### src/rtl/fetch_next_pc.sv
`default_nettype none
// ============================================================================
// Module   : fetch_next_pc (with helper modules adder32, mux2_1)
// Purpose  : Fetch-stage next-PC datapath. Holds the fetch PC register and
//            picks the next fetch address each cycle from four sources, in
//            priority order (highest first):
//              1. mispredict recovery (predicted taken, resolved not-taken)
//              2. resolved taken branch target from execute
//              3. BTB prediction for the current fetch PC
//              4. sequential PC_F + PC_INCR
// Ports    : CLK, RST_N (async, active low)   clock / reset
//            PC_En                           load enable (low = stall)
//            Predict_Taken_F, PC_Prediction  fetch-stage prediction + target
//            Predict_Taken_E, Branch_Taken_E execute-stage predicted/resolved
//            PC_Target_E, PC_Plus_4_E        execute-stage target/fall-through
//            PC_F                            registered fetch PC
//            PC_Plus_4_F                     PC_F + PC_INCR (combinational)
//            PC_Next                         value loaded at next enabled edge
//            Misaligned_F, Misaligned_Seen   only with FETCH_PC_MISALIGN_EN
// Options  : `define FETCH_PC_MISALIGN_EN to add misalignment outputs.
// Revision : 1.0  initial release
// ============================================================================

// ----------------------------------------------------------------------------
// adder32: modulo-2^XLEN adder, carry out is discarded.
// Ports: a, b operands; out = a + b.
// ----------------------------------------------------------------------------
module adder32 #(
    parameter int XLEN = 32
) (
    input  logic [XLEN-1:0] a,
    input  logic [XLEN-1:0] b,
    output logic [XLEN-1:0] out
);
    assign out = a + b;
endmodule

// ----------------------------------------------------------------------------
// mux2_1: out = sel ? b : a. A conditional operator is used so an unknown
// select propagates X in simulation.
// Ports: a (sel=0), b (sel=1), sel, out.
// ----------------------------------------------------------------------------
module mux2_1 #(
    parameter int XLEN = 32
) (
    input  logic [XLEN-1:0] a,
    input  logic [XLEN-1:0] b,
    input  logic            sel,
    output logic [XLEN-1:0] out
);
    assign out = sel ? b : a;
endmodule

// ----------------------------------------------------------------------------
// fetch_next_pc: top level
// ----------------------------------------------------------------------------
module fetch_next_pc #(
    parameter int              XLEN     = 32,
    parameter logic [XLEN-1:0] RESET_PC = '0,
    parameter int              PC_INCR  = 4
) (
    input  logic            CLK,
    input  logic            RST_N,
    input  logic            PC_En,
    input  logic            Predict_Taken_F,
    input  logic [XLEN-1:0] PC_Prediction,
    input  logic            Predict_Taken_E,
    input  logic            Branch_Taken_E,
    input  logic [XLEN-1:0] PC_Target_E,
    input  logic [XLEN-1:0] PC_Plus_4_E,
    output logic [XLEN-1:0] PC_F,
    output logic [XLEN-1:0] PC_Plus_4_F,
    output logic [XLEN-1:0] PC_Next
`ifdef FETCH_PC_MISALIGN_EN
    ,
    output logic            Misaligned_F,
    output logic            Misaligned_Seen
`endif
);

    localparam logic [XLEN-1:0] INCR_VEC = XLEN'(PC_INCR);

    logic [XLEN-1:0] pc_predict;
    logic [XLEN-1:0] pc_branch;
    logic            overwrite;

    // Sequential address
    adder32 #(.XLEN(XLEN)) u_incr (
        .a   (PC_F),
        .b   (INCR_VEC),
        .out (PC_Plus_4_F)
    );

    // Lowest-priority choice: BTB prediction over sequential
    mux2_1 #(.XLEN(XLEN)) u_predict_mux (
        .a   (PC_Plus_4_F),
        .b   (PC_Prediction),
        .sel (Predict_Taken_F),
        .out (pc_predict)
    );

    // A resolved taken branch overrides whatever fetch predicted
    mux2_1 #(.XLEN(XLEN)) u_branch_mux (
        .a   (pc_predict),
        .b   (PC_Target_E),
        .sel (Branch_Taken_E),
        .out (pc_branch)
    );

    // Predicted taken but actually fell through: restart at the branch's
    // fall-through address. This outranks everything else.
    assign overwrite = Predict_Taken_E & ~Branch_Taken_E;

    mux2_1 #(.XLEN(XLEN)) u_overwrite_mux (
        .a   (pc_branch),
        .b   (PC_Plus_4_E),
        .sel (overwrite),
        .out (PC_Next)
    );

    // Fetch PC register; PC_En low stalls fetch
    always_ff @(posedge CLK or negedge RST_N) begin
        if (!RST_N) begin
            PC_F <= RESET_PC;
        end else if (PC_En) begin
            PC_F <= PC_Next;
        end
    end

`ifdef FETCH_PC_MISALIGN_EN
    assign Misaligned_F = |PC_F[1:0];

    // Sticky: records that a misaligned address was ever loaded into PC_F
    always_ff @(posedge CLK or negedge RST_N) begin
        if (!RST_N) begin
            Misaligned_Seen <= 1'b0;
        end else if (PC_En && (|PC_Next[1:0])) begin
            Misaligned_Seen <= 1'b1;
        end
    end
`endif

endmodule
`default_nettype wire

### config.mk
export PLATFORM = sky130hd
export DESIGN_NAME = fetch_next_pc
export DESIGN_NICKNAME = d
export VERILOG_FILES = /design/src/rtl/fetch_next_pc.sv
export SDC_FILE = /design/constraint.sdc
export NUM_CORES = 1
export LEC_CHECK = 0
export ABC_AREA = 1
export BUFFER_PORTS_ARGS = -buffer_cell sky130_fd_sc_hd__buf_2
export CORE_AREA = 2 2 107 109
export CTS_CLUSTER_DIAMETER = 50
export DETAILED_ROUTE_END_ITERATION = 16
export DIE_AREA = 0 0 109 111
export GPL_TIMING_DRIVEN = 0
export PLACE_DENSITY = 0.58
export SLEW_MARGIN = 20
export SYNTH_ARGS = -nofsm -noshare
export SYNTH_HDL_FRONTEND = slang
export SYNTH_SLANG_ARGS = --single-unit
### constraint.sdc
create_clock -name CLK -period 3.5 [get_ports CLK]
set_input_delay 0.35 -clock CLK [delete_from_list [all_inputs] [get_ports CLK]]
set_output_delay 0.35 -clock CLK [all_outputs]
set_load 0.1 [all_outputs]
After elaboration in Yosys (flattened, before gate mapping)
Cells that the tools add are included.
{"block": "classes", "add_sub_neg": 1, "mux": 3, "bitwise": 2}
{"op": "$mux 32", "count": 3}
{"op": "$add 32x3->32 const B", "count": 1}
{"op": "$and 1x1->1", "count": 1}
{"op": "$not 1->1", "count": 1}
{"block": "word_totals", "register_bits": 32, "in_bits": 102, "output_inout_bits": 96, "elab_cells": 7}

Depth between registers and ports, before layout
{"block": "depth", "ltp_word": 4, "ltp_mapped": 12, "ltp_nobuf": 12}

Cells and area by module
Synthesis repeated with hierarchy kept, for this count alone.
{"block": "unflattened", "cells_unflattened": 946, "area_unflattened_um2": 5167.5}
{"module": "adder32", "n_inst": 1, "cells_per_inst": 494, "area_per_inst_um2": 2384.8, "seq_area_each_um2": 0.0}
{"module": "mux2_1", "n_inst": 3, "cells_per_inst": 104, "area_per_inst_um2": 491.7, "seq_area_each_um2": 0.0}
{"module": "fetch_next_pc", "n_inst": 1, "cells_per_inst": 140, "area_per_inst_um2": 1307.5, "seq_area_each_um2": 800.8}

Worst setup path before layout
OpenSTA, ideal clock, no wires.
{"block": "synth_path", "kind": "reg2out", "startpoint": "reg PC_F[2]", "endpoint": "out PC_Next[15]", "arrival_time_ns": 3.918, "slack_ns": -0.768, "path_stages_with_launch": 9, "cell_sequence": "dfrtp_1 > inv_1 > nor2_4 > nand2_4 > nor2_8 > nand2_2 > nand2_1 > nor2_1 > o21bai_2"}
{"block": "synth_via", "elab_chain_cells": 4}
{"element": "start, declared", "line_no": "71", "rtl": "output logic [XLEN-1:0] PC_F,"}
{"element": "start signal, assigned", "line_no": "126", "rtl": "PC_F <= PC_Next;"}
{"element": "$add 32x3->32", "line_no": "35", "rtl": "assign out = a + b;"}
{"element": "via PC_Plus_4_F[15]", "line_no": "72", "rtl": "output logic [XLEN-1:0] PC_Plus_4_F,"}
{"element": "$mux 32 (3 in a row)", "line_no": "51", "rtl": "assign out = sel ? b : a;"}
{"element": "end, declared", "line_no": "73", "rtl": "output logic [XLEN-1:0] PC_Next"}
The timed path passes the listed nets, and every way through them passes these cells.

Worst setup path in the final report
{"block": "layout_path", "startpoint": "reg PC_F[2]", "endpoint": "out PC_Next[16]"}
{"block": "layout_via", "elab_chain_cells": 4}
{"element": "$add 32x3->32", "line_no": "35"}
{"element": "$mux 32 (3 in a row)", "line_no": "51"}
Every way passes these cells.

==> insert_results.sql <==
INSERT INTO impl_metrics (metric_group, metric, value, unit) VALUES
('final_layout', 'share_of_post_route_cells_with_drive_strength_above_1', '33.90', '%'),
('synth', 'post_synthesis_net_count', '661', ''),
('power', 'p_per_area', '526.8', 'nW/um2'),
('clocking', 'cts_buffers', '5', ''),
('final_layout', 'antenna-diode-count', '0', ''),
('routing', 'route.detailed.wl_per_inst', '14.65', 'um'),
('outcome', 'outcome', 'complete, no violations', ''),
('floorplanning', 'initial_core_util', '29.21', '%'),
('synth', 'per_instance_average_area_after_synthesis', '5.799', 'um2'),
('worst_setup_path', 'cpPeakStageDelay', '0.46', 'ns'),
('final_layout', 'synth_to_final_area_change', '41.92', '%'),
('routing', 'drc', '0', ''),
('final_layout', 'postLayoutCoreUtil', '41.45', '%'),
('place', 'port_buffers', '195', ''),
('sta', 'setup_ws', '0.8247', 'ns'),
('sta', 'post-route-period-util', '76.44', '%'),
('final_layout', 'top_reg_by_flops', 'PC_F', ''),
('sta', 'setup_viol', '0', ''),
('clocking', 'worstSkewPairLatency', '0.28', 'ns'),
('clocking', 'cts_tree', 'done', ''),
('global_route', 'pin_count_of_the_biggest_net_entering_global_routing', '33', ''),
('clocking', 'cts_resized', '0', ''),
('clocking', 'clk_pin_slew_worst_paths', '0.06', 'ns'),
('global_route', 'grt_first_pass_wirelength', '20650', 'um'),
('sta', 'final.setup_skew', '0.006585', 'ns'),
('synth', 'yosys.cell_types.count', '28', ''),
('place', 'placement.setup.worst_slack', '1.123', 'ns'),
('final_layout', 'largest_register_ff_count', '32', ''),
('clocking', 'hold_buffers', '0', ''),
('routing', 'detail-route-antenna-nets', '0', ''),
('routing', 'drt_pass1_iterations', '4', ''),
('clocking', 'cts_max_level', '2', ''),
('place', 'dp_hpwl', '10980', 'um'),
('clocking', 'clock_sinks', '32', ''),
('global_route', 'antenna_found_initial', '0', ''),
('worst_setup_path', 'timing.critical_path.max_delay_family', 'simple AND/OR/NAND/NOR gates', ''),
('power', 'pleak', '2.642', 'nW'),
('clocking', 'cts-root-to-sink-buffers', '2', ''),
('worst_setup_path', 'arrival', '2.33', 'ns'),
('sta', 'finalSetupTns', '0', 'ns'),
('power', 'post-layout-total-power', '0.002419', 'W'),
('synth', 'syn-instance-count', '558', ''),
('sta', 'relSlewSlack', '47.65', '%'),
('min_path', 'path_category_of_the_worst_min_delay_check', 'input pin to async pin', ''),
('worst_setup_path', 'critical_path.slowest_cell', 'sky130_fd_sc_hd__dfrtp_4', ''),
('floorplanning', 'die_width', '109', 'um'),
('worst_setup_path', 'path_buf_inv', '1', ''),
('place', 'routabilityCongestion', '0.9282', ''),
('sta', 'max_slew.worst_pin.slew', '0.7853', 'ns'),
('synth', 'netlist_area', '3236', 'um2'),
('synth', 'yosys_register_bits', '32', ''),
('final_layout', 'mostFrequentLayoutCell', 'sky130_fd_sc_hd__nand2_1', ''),
('final_layout', 'reg.largest.list', 'PC_F (32)', ''),
('floorplanning', 'io-pin-count', '198', ''),
('worst_setup_path', 'critPathMostFrequentCell', 'sky130_fd_sc_hd__nand2_2', ''),
('worst_setup_path', 'timing_worst_setup_path_type', 'flip-flop to primary output', ''),
('sta', 'post-route-min-period', '2.675', 'ns'),
('floorplanning', 'die_h', '111', 'um'),
('floorplanning', 'dieArea', '12100', 'um2'),
('synth', 'synth.yosys.seq_area_share', '24.75', '%'),
('synth', 'synth_top_area_share', '26.68', '%'),
('worst_setup_path', 'critPathMaxFanout', '4', ''),
('global_route', 'gr_usage_total', '21.94', '%'),
('worst_setup_path', 'required', '3.15', 'ns'),
('final_layout', 'layout.nets', '863', ''),
('sta', 'hold_viol', '0', ''),
('routing', 'num_vias', '4213', ''),
('clocking', 'post-cts-setup-buffers', '0', ''),
('floorplanning', 'floorplan.rows', '39', ''),
('clocking', 'clock_tree.root_cell', 'sky130_fd_sc_hd__clkbuf_16', ''),
('flow_run', 'cap_violations', '0', '');
[metal layers]
layer	vias up	GRT usage, %	share of wire, %
met5	-	0	0
met2	163	38.67	48
met4	0	8.462	2.8
li1	2138	-	-
met1	1885	25.80	41
met3	27	4.115	7.6
[Yosys cell counts, drive strengths merged]
cell / number
buf: 10
nand2: 246
o211ai: 7
dfrtp: 32
ha: 1
o21bai: 4
clkinv: 1
nand3b: 3
inv: 58
nor2: 92
xor2: 6
o21ai: 25
nand3: 34
a22o: 21
clkbuf: 14
nand4: 1
xnor2: 1
and2: 2
[through the flow]
stage | instances | instance area [um2] | hold slack (ns)
after global routing | 904 | 4592 | 0.2195
after CTS | 904 | 4592 | 0.1822
after detailed placement | 896 | 4436 | 0.4793
final | 904 | 4592 | 0.1524
after global placement | 896 | 4436 | 0.4584
after floorplan | 558 | 3281 | 0.05441
[worst paths after layout]
| check | startpoint | to | slack, ns | cells after the start |
|---|---|---|---|---|
| max in group asynchronous | RST_N | PC_F[2] | 2.78 | 1 |
| hold / removal | RST_N | PC_F[3] | 0.15 | 1 |
| min in group CLK | PC_Target_E[6] | PC_F[6] | 0.43 | 5 |
| setup / recovery | PC_F[2] | PC_Next[16] | 0.82 | 10 |
| hold reg to reg | PC_F[31] | PC_F[31] | 0.54 | 2 |
| setup reg to reg | PC_F[2] | PC_F[9] | 1.63 | 9 |
[cell families (layout without fill, tap and decap cells)]
group           Yosys count  after routing  share of synthesized area (%)
compound gates           57             57                          12.57
fa+ha+maj                 1              1                         0.3866
simple gates            378            378                          50.00
buf+inv                  83            286                          10.40
xor+xnor                  7              7                          1.895
flops                    32             32                          24.75
[area by class of cell]
type / instances / area [um2]
fillers: 1219 / 6485
clock buffers: 8 / 156.4
flip-flops and latches: 32 / 807.0
multi-input cells: 443 / 2126
plain buffers: 24 / 115.1
inverters: 59 / 232.7
well taps: 143 / 178.9
repair buffers: 195 / 975.9
[where the power goes]
group | total (W) | internal [W] | switching, W | leakage [nW]
registers | 0.000491 | 0.000415 | 0.0000755 | 0.394
logic | 0.00147 | 0.000236 | 0.00123 | 2.17
clock network | 0.000462 | 0.000303 | 0.000159 | 0.0772
(Power assumes the default switching activity.)
